==> config.mk <==
export PLATFORM = sky130hd
export DESIGN_NAME = uart_inst_loader
export DESIGN_NICKNAME = d
export VERILOG_FILES = /design/src/rtl/uart_inst_loader.sv
export SDC_FILE = /design/constraint.sdc
export NUM_CORES = 1
export LEC_CHECK = 0
export BUFFER_PORTS_ARGS = -buffer_cell sky130_fd_sc_hd__buf_2
export CORE_ASPECT_RATIO = 1.5
export CORE_MARGIN = 4
export CORE_UTILIZATION = 45
export CTS_CLUSTER_SIZE = 8
export DETAILED_ROUTE_END_ITERATION = 12
export GPL_ROUTABILITY_DRIVEN = 0
export GPL_TIMING_DRIVEN = 0
export PLACE_DENSITY_LB_ADDON = 0.3
export RECOVER_POWER = 100
export SETUP_SLACK_MARGIN = 0.5
export SLEW_MARGIN = 10
export SYNTH_ARGS = -nofsm -noshare
export SYNTH_HDL_FRONTEND = slang
export SYNTH_SLANG_ARGS = --single-unit
==> constraint.sdc <==
create_clock -name clk -period 2.8 [get_ports clk]
set_clock_uncertainty 0.2 [all_clocks]
set_input_delay 0.28 -clock clk [delete_from_list [all_inputs] [get_ports clk]]
set_output_delay 0.28 -clock clk [all_outputs]
set_load 0.02 [all_outputs]
==> src/rtl/uart_inst_loader.sv <==
// UART (8N1) program loader: assembles little-endian words into instruction memory while holding the CPU in reset.
// Optional feature: define UART_INST_LOADER_CHECKSUM_EN to require a trailing XOR checksum byte (CHECK state).
module uart_inst_loader #(
  parameter int unsigned CLKS_PER_BIT = 52,
  parameter int unsigned INST_WORDS   = 1024
) (
  input  logic        clk,
  input  logic        reset,
  input  logic        rx,
  output logic [31:0] inst_wr_addr,
  output logic [31:0] inst_wr_data,
  output logic        inst_wr_en,
  output logic        cpu_hold,
  output logic        loaded,
  output logic        frame_err
);

  localparam int unsigned CNT_W = (CLKS_PER_BIT > 2) ? $clog2(CLKS_PER_BIT) : 1;
  localparam logic [CNT_W-1:0] CNT_BIT  = CNT_W'(CLKS_PER_BIT - 1);
  localparam logic [CNT_W-1:0] CNT_HALF = CNT_W'(CLKS_PER_BIT / 2 - 1);

  typedef enum logic [1:0] {RX_IDLE, RX_START, RX_DATA, RX_STOP} rx_state_t;

  typedef enum logic [2:0] {
    CNT_LO,
    CNT_HI,
    WORD,
`ifdef UART_INST_LOADER_CHECKSUM_EN
    CHECK,
`endif
    DONE
  } ld_state_t;

  // rx front end
  logic             rx_s1, rx_s2, rx_d;
  rx_state_t        rx_state, rx_state_nxt;
  logic [CNT_W-1:0] cnt, cnt_nxt;
  logic [2:0]       bit_idx, bit_idx_nxt;
  logic [7:0]       shreg, shreg_nxt;
  logic             byte_valid, byte_valid_nxt;
  logic             frame_err_nxt;

  // loader
  ld_state_t        state, state_nxt;
  logic [15:0]      n, n_nxt;
  logic [15:0]      k, k_nxt;
  logic [1:0]       b, b_nxt;
  logic [31:0]      word, word_nxt;
  logic [31:0]      addr_nxt, data_nxt;
  logic             wr_en_nxt, loaded_nxt, cpu_hold_nxt;
`ifdef UART_INST_LOADER_CHECKSUM_EN
  logic [7:0]       csum, csum_nxt;
`endif

  always_ff @(posedge clk) begin
    if (reset) begin
      rx_s1        <= 1'b1;
      rx_s2        <= 1'b1;
      rx_d         <= 1'b1;
      rx_state     <= RX_IDLE;
      cnt          <= '0;
      bit_idx      <= '0;
      shreg        <= '0;
      byte_valid   <= 1'b0;
      frame_err    <= 1'b0;
      state        <= CNT_LO;
      n            <= '0;
      k            <= '0;
      b            <= '0;
      word         <= '0;
      inst_wr_addr <= '0;
      inst_wr_data <= '0;
      inst_wr_en   <= 1'b0;
      loaded       <= 1'b0;
      cpu_hold     <= 1'b1;
`ifdef UART_INST_LOADER_CHECKSUM_EN
      csum         <= '0;
`endif
    end else begin
      rx_s1        <= rx;
      rx_s2        <= rx_s1;
      rx_d         <= rx_s2;
      rx_state     <= rx_state_nxt;
      cnt          <= cnt_nxt;
      bit_idx      <= bit_idx_nxt;
      shreg        <= shreg_nxt;
      byte_valid   <= byte_valid_nxt;
      frame_err    <= frame_err_nxt;
      state        <= state_nxt;
      n            <= n_nxt;
      k            <= k_nxt;
      b            <= b_nxt;
      word         <= word_nxt;
      inst_wr_addr <= addr_nxt;
      inst_wr_data <= data_nxt;
      inst_wr_en   <= wr_en_nxt;
      loaded       <= loaded_nxt;
      cpu_hold     <= cpu_hold_nxt;
`ifdef UART_INST_LOADER_CHECKSUM_EN
      csum         <= csum_nxt;
`endif
    end
  end

  // Receiver: mid-bit sampling timed from the synchronized start edge
  always_comb begin
    rx_state_nxt   = rx_state;
    cnt_nxt        = cnt + CNT_W'(1);
    bit_idx_nxt    = bit_idx;
    shreg_nxt      = shreg;
    byte_valid_nxt = 1'b0;
    frame_err_nxt  = frame_err;
    case (rx_state)
      RX_IDLE: begin
        cnt_nxt = '0;
        if (rx_d && !rx_s2) rx_state_nxt = RX_START;
      end
      RX_START: begin
        if (cnt == CNT_HALF) begin
          cnt_nxt      = '0;
          bit_idx_nxt  = '0;
          rx_state_nxt = rx_s2 ? RX_IDLE : RX_DATA;
        end
      end
      RX_DATA: begin
        if (cnt == CNT_BIT) begin
          cnt_nxt     = '0;
          shreg_nxt   = {rx_s2, shreg[7:1]};
          bit_idx_nxt = bit_idx + 3'd1;
          if (bit_idx == 3'd7) rx_state_nxt = RX_STOP;
        end
      end
      RX_STOP: begin
        if (cnt == CNT_BIT) begin
          cnt_nxt      = '0;
          rx_state_nxt = RX_IDLE;
          if (rx_s2) byte_valid_nxt = 1'b1;
          else       frame_err_nxt  = 1'b1;
        end
      end
      default: rx_state_nxt = RX_IDLE;
    endcase
  end

  // Loader: count bytes, then little-endian words; N=0 and a good checksum release the CPU immediately
  always_comb begin
    state_nxt  = state;
    n_nxt      = n;
    k_nxt      = k;
    b_nxt      = b;
    word_nxt   = word;
    addr_nxt   = inst_wr_addr;
    data_nxt   = inst_wr_data;
    wr_en_nxt  = 1'b0;
    loaded_nxt = (state == DONE);
`ifdef UART_INST_LOADER_CHECKSUM_EN
    csum_nxt   = csum;
`endif
    if (byte_valid) begin
      case (state)
        CNT_LO: begin
          n_nxt[7:0] = shreg;
          state_nxt  = CNT_HI;
        end
        CNT_HI: begin
          n_nxt[15:8] = shreg;
          k_nxt       = '0;
          b_nxt       = '0;
`ifdef UART_INST_LOADER_CHECKSUM_EN
          csum_nxt    = '0;
`endif
          if ({shreg, n[7:0]} == 16'd0) begin
            state_nxt  = DONE;
            loaded_nxt = 1'b1;
          end else begin
            state_nxt  = WORD;
          end
        end
        WORD: begin
          word_nxt[{b, 3'b000} +: 8] = shreg;
          b_nxt = b + 2'd1;
`ifdef UART_INST_LOADER_CHECKSUM_EN
          csum_nxt = csum ^ shreg;
`endif
          if (b == 2'd3) begin
            data_nxt  = {shreg, word[23:0]};
            addr_nxt  = {14'b0, k, 2'b00};
            wr_en_nxt = (32'(k) < INST_WORDS);
            k_nxt     = k + 16'd1;
            if (k + 16'd1 == n) begin
`ifdef UART_INST_LOADER_CHECKSUM_EN
              state_nxt = CHECK;
`else
              state_nxt = DONE;
`endif
            end
          end
        end
`ifdef UART_INST_LOADER_CHECKSUM_EN
        CHECK: begin
          if (shreg == csum) begin
            state_nxt  = DONE;
            loaded_nxt = 1'b1;
          end else begin
            state_nxt  = CNT_LO;
          end
        end
`endif
        DONE:    ;
        default: state_nxt = CNT_LO;
      endcase
    end
    cpu_hold_nxt = ~loaded_nxt;
  end

endmodule

==> results.json <==
{
  "wl_met1_mm": 6.37,
  "synth_common_cells": "dfxtp_1 (135), nand2_1 (131), a21oi_1 (86)",
  "grt_pass1_wl_mm": 25.0,
  "synthCells": 717,
  "hpwl_mm": 10.9,
  "layout_setup_ws_ns": 0.271,
  "slew_viol_final": 0,
  "grt.overflow.total": 0,
  "synth.cell_area_mm2": 0.00592,
  "yosysTopAreaCellShare_pct": 45.7,
  "worst_pin_slew_ns": 0.692,
  "cts_max_level": 4,
  "synth-main-ff-cell": "dfxtp_1",
  "ios": 71,
  "die_w_um": 102,
  "numCtsBuffers": 17,
  "synth_area_leader_cell": "dfxtp_1",
  "syn_avg_cell_area_um2": 8.25,
  "design_area_mm2": 0.00742,
  "port_buffers": 54,
  "place_inst": 945,
  "detail_route.wl_per_cell_um": 16.4,
  "ys_ff_latch": 135,
  "antenna_cells": 0,
  "area_delta_synth_final_pct": 25.5,
  "clockBufferDepth": 2,
  "status": "completed",
  "remaining_drc_errors": 0,
  "switching_share_pct": 21.6,
  "power.switching_mw": 0.901,
  "cts.sinks": 135,
  "die_h_um": 148,
  "fp.dieArea_mm2": 0.0151,
  "yosys_warnings": 0,
  "async_flop_share_pct": 0,
  "yosys-top-cells-area": "dfxtp_1 (46%), nand2_1 (8.3%), a21oi_1 (7.3%)",
  "clk_pin_slew_ns": 0.06,
  "drt_iter0_markers": 451,
  "routed.top_layer": "met4",
  "yosysUniqueCellTypes": 58,
  "synth_most_common_cell": "dfxtp_1",
  "drive_gt1_share_pct": 14.7,
  "cp.arrival_ns": 2.67,
  "ant_nets": 0,
  "p_int_mw": 3.27,
  "pre_cts_slack_ns": 0.0613,
  "setup_viol": 0,
  "holdWs_ns": 0.103,
  "start_util_pct": 45.7,
  "placed_cell_area_mm2": 0.00648,
  "grt_pass1_vias": 5226,
  "viasPerCell": 5.48,
  "vias": 5518,
  "hp-class": "input pin to flop",
  "met3WireLength_um": 924,
  "period_needed_ns": 2.53,
  "core-area_mm2": 0.0130,
  "slew_headroom_pct": 53.9,
  "worstSetupPathType": "flop to flop",
  "fin_crit_sh_pct": 90.3,
  "ir_worst_vdd_uv": 500,
  "antenna_found_initial": 0,
  "maxCapViolCount": 0,
  "end_kind": "flop",
  "cts_tree": "yes",
  "rows": 51,
  "grt.total_usage_pct": 21.0,
  "dr_wl_met2_mm": 8.41,
  "final-hold-violation-count": 0,
  "clk_latency_ns": 0.41,
  "ys_seq_area_share_pct": 45.7,
  "pwr-share-comb_pct": 2.2,
  "root_buffer": "clkbuf_16",
  "finalNetCount": 854,
  "rsz0062_at_grt": "yes",
  "synth-edff-count": 0,
  "clockPowerShare_pct": 51.8,
  "nFillCells": 1211,
  "drt_pass1_iterations": 8,
  "max_freq_ghz": 0.395,
  "p_leak_nw": 2.75,
  "drt_wl_total_mm": 16.5,
  "grt_start_max_net_pins": 17,
  "startpoint_type": "flop",
  "layout.cells.non_filler": 1007,
  "p_per_area_mw_per_mm2": 562,
  "cp_max_fo": 10,
  "power_frac_seq_pct": 46.1,
  "required_ns": 2.94,
  "fin_tns_setup_ns": 0
}
[metal layers]
| metal | up-vias | GRT usage, % |
|---|---|---|
| met4 | 0 | 12.2 |
| met5 | - | 0 |
| met2 | 231 | 36.2 |
| met1 | 2569 | 23.8 |
| li1 | 2663 | - |
| met3 | 55 | 3.89 |
[cell families after synthesis]
| group | Yosys count | synth area share, % |
|---|---|---|
| xor gates and xnor gates | 27 | 4.00 |
| and+or+nand+nor | 299 | 24.1 |
| DFF | 135 | 45.7 |
| other | 1 | 0.0634 |
| adders and majority gates | 15 | 3.17 |
| muxes | 9 | 1.52 |
| AOI/OAI and AO/OA | 148 | 14.9 |
| buffers and inverters | 83 | 6.62 |
[worst max-delay path: stages (launching register included)]
cell      delay (ns)
dfxtp_1         0.37
inv_4           0.10
ha_4            0.14
buf_4           0.11
and3_1          0.14
clkbuf_1        0.36
clkbuf_1        0.51
buf_2           0.31
nand2_1         0.08
a21oi_1         0.13
[cells in the final DEF (no fill, tap or decap), types with 3 or more instances in the layout]
cell / Yosys / routed
xor2_1: 9 / 9
nand3_1: 30 / 28
nor4b_1: 3 / 6
nand2_1: 131 / 129
xnor2_1: 18 / 17
ha_1: 15 / 10
dfxtp_2: 0 / 3
nor2b_1: 5 / 4
and3_1: 7 / 7
buf_1: 5 / 3
or2_2: 4 / 4
clkbuf_2: 0 / 3
o21ai_0: 12 / 12
dfxtp_4: 0 / 3
nor4_1: 7 / 6
or3_1: 3 / 3
nand3_4: 1 / 3
dfxtp_1: 135 / 129
nor4_4: 1 / 3
inv_1: 14 / 13
conb_1: 1 / 16
ha_4: 0 / 4
clkbuf_1: 40 / 94
buf_2: 4 / 7
o22ai_1: 3 / 3
clkinvlp_4: 0 / 5
buf_6: 0 / 3
clkbuf_16: 0 / 17
a22oi_1: 26 / 26
clkinv_2: 0 / 3
buf_4: 20 / 37
a21oi_1: 86 / 86
mux2i_1: 9 / 9
buf_12: 0 / 4
nor3_1: 10 / 8
nor2_1: 69 / 68
[what timing repair did]
action | in CTS | in global routing
cloned | 0 | 2
setup endpoints to repair | 48 | 54
endpoints found under the hold margin | 1 | 0
setup buffers | 7 | 21
hold buffers | 1 | 0
pin swaps | 8 | 13
resized for setup | 35 | 32
[path summary, 6_finish.rpt]
kind | startpoint | endpoint | slack [ns] | cells after the start
worst max-delay path | state[0]$_SDFFE_PP0P_ | inst_wr_addr[11]$_SDFFE_PP0P_ | 0.27 | 9
worst min-delay path | reset | state[1]$_SDFFE_PP0P_ | 0.10 | 3
worst min register to register | rx_s1$_SDFF_PP1_ | rx_s2$_SDFF_PP1_ | 0.23 | 1
worst max register to register | state[0]$_SDFFE_PP0P_ | inst_wr_addr[11]$_SDFFE_PP0P_ | 0.27 | 9
[through the flow]
| step | utilization, % | total power, mW |
|---|---|---|
| 6_report | 57.3 | 4.17 |
| 4_1_cts | 55.9 | 4.18 |
| 3_5_place_dp | 50.1 | 2.06 |
| 5_1_grt | 57.3 | 4.29 |
| 2_1_floorplan | - | 2.04 |
| 3_3_place_gp | 50.1 | 2.05 |
[layout make-up]
cell class                      count  area (µm²)  share of cell area, %
Sequential cell                   135        2720                   36.6
Clock inverter                     12         130                   1.75
Timing Repair Buffer               84         464                   6.25
Inverter                           14        55.1                  0.741
Tap cell                          159         199                   2.68
Multi-Input combinational cell    515        3050                   41.1
Buffer                             69         363                   4.89
Clock buffer                       19         443                   5.97
[sequential cells by signal, indices dropped and copies added, names as in the netlist, named ones only]
register	cells
b	2
n	16
frame_err	1
k	16
inst_wr_addr	16
rx_s2	1
byte_valid	1
shreg	8
cpu_hold	1
rx_s1	1
inst_wr_data	32
inst_wr_en	1
rx_state	1
word	24
rx_d	1
bit_idx	3
loaded	1
state	2
cnt	6
[power groups by stage]
stage	Sequential [mW]	Clock, mW	Combinational [mW]
detailed placement	1.97	0	0.0879
CTS	1.92	2.17	0.0894
finish	1.92	2.16	0.0904
global route	1.92	2.27	0.0976
floorplan	1.97	0	0.0690
global placement	1.97	0	0.0865
No activity file was read; power rests on OpenSTA's default activity.
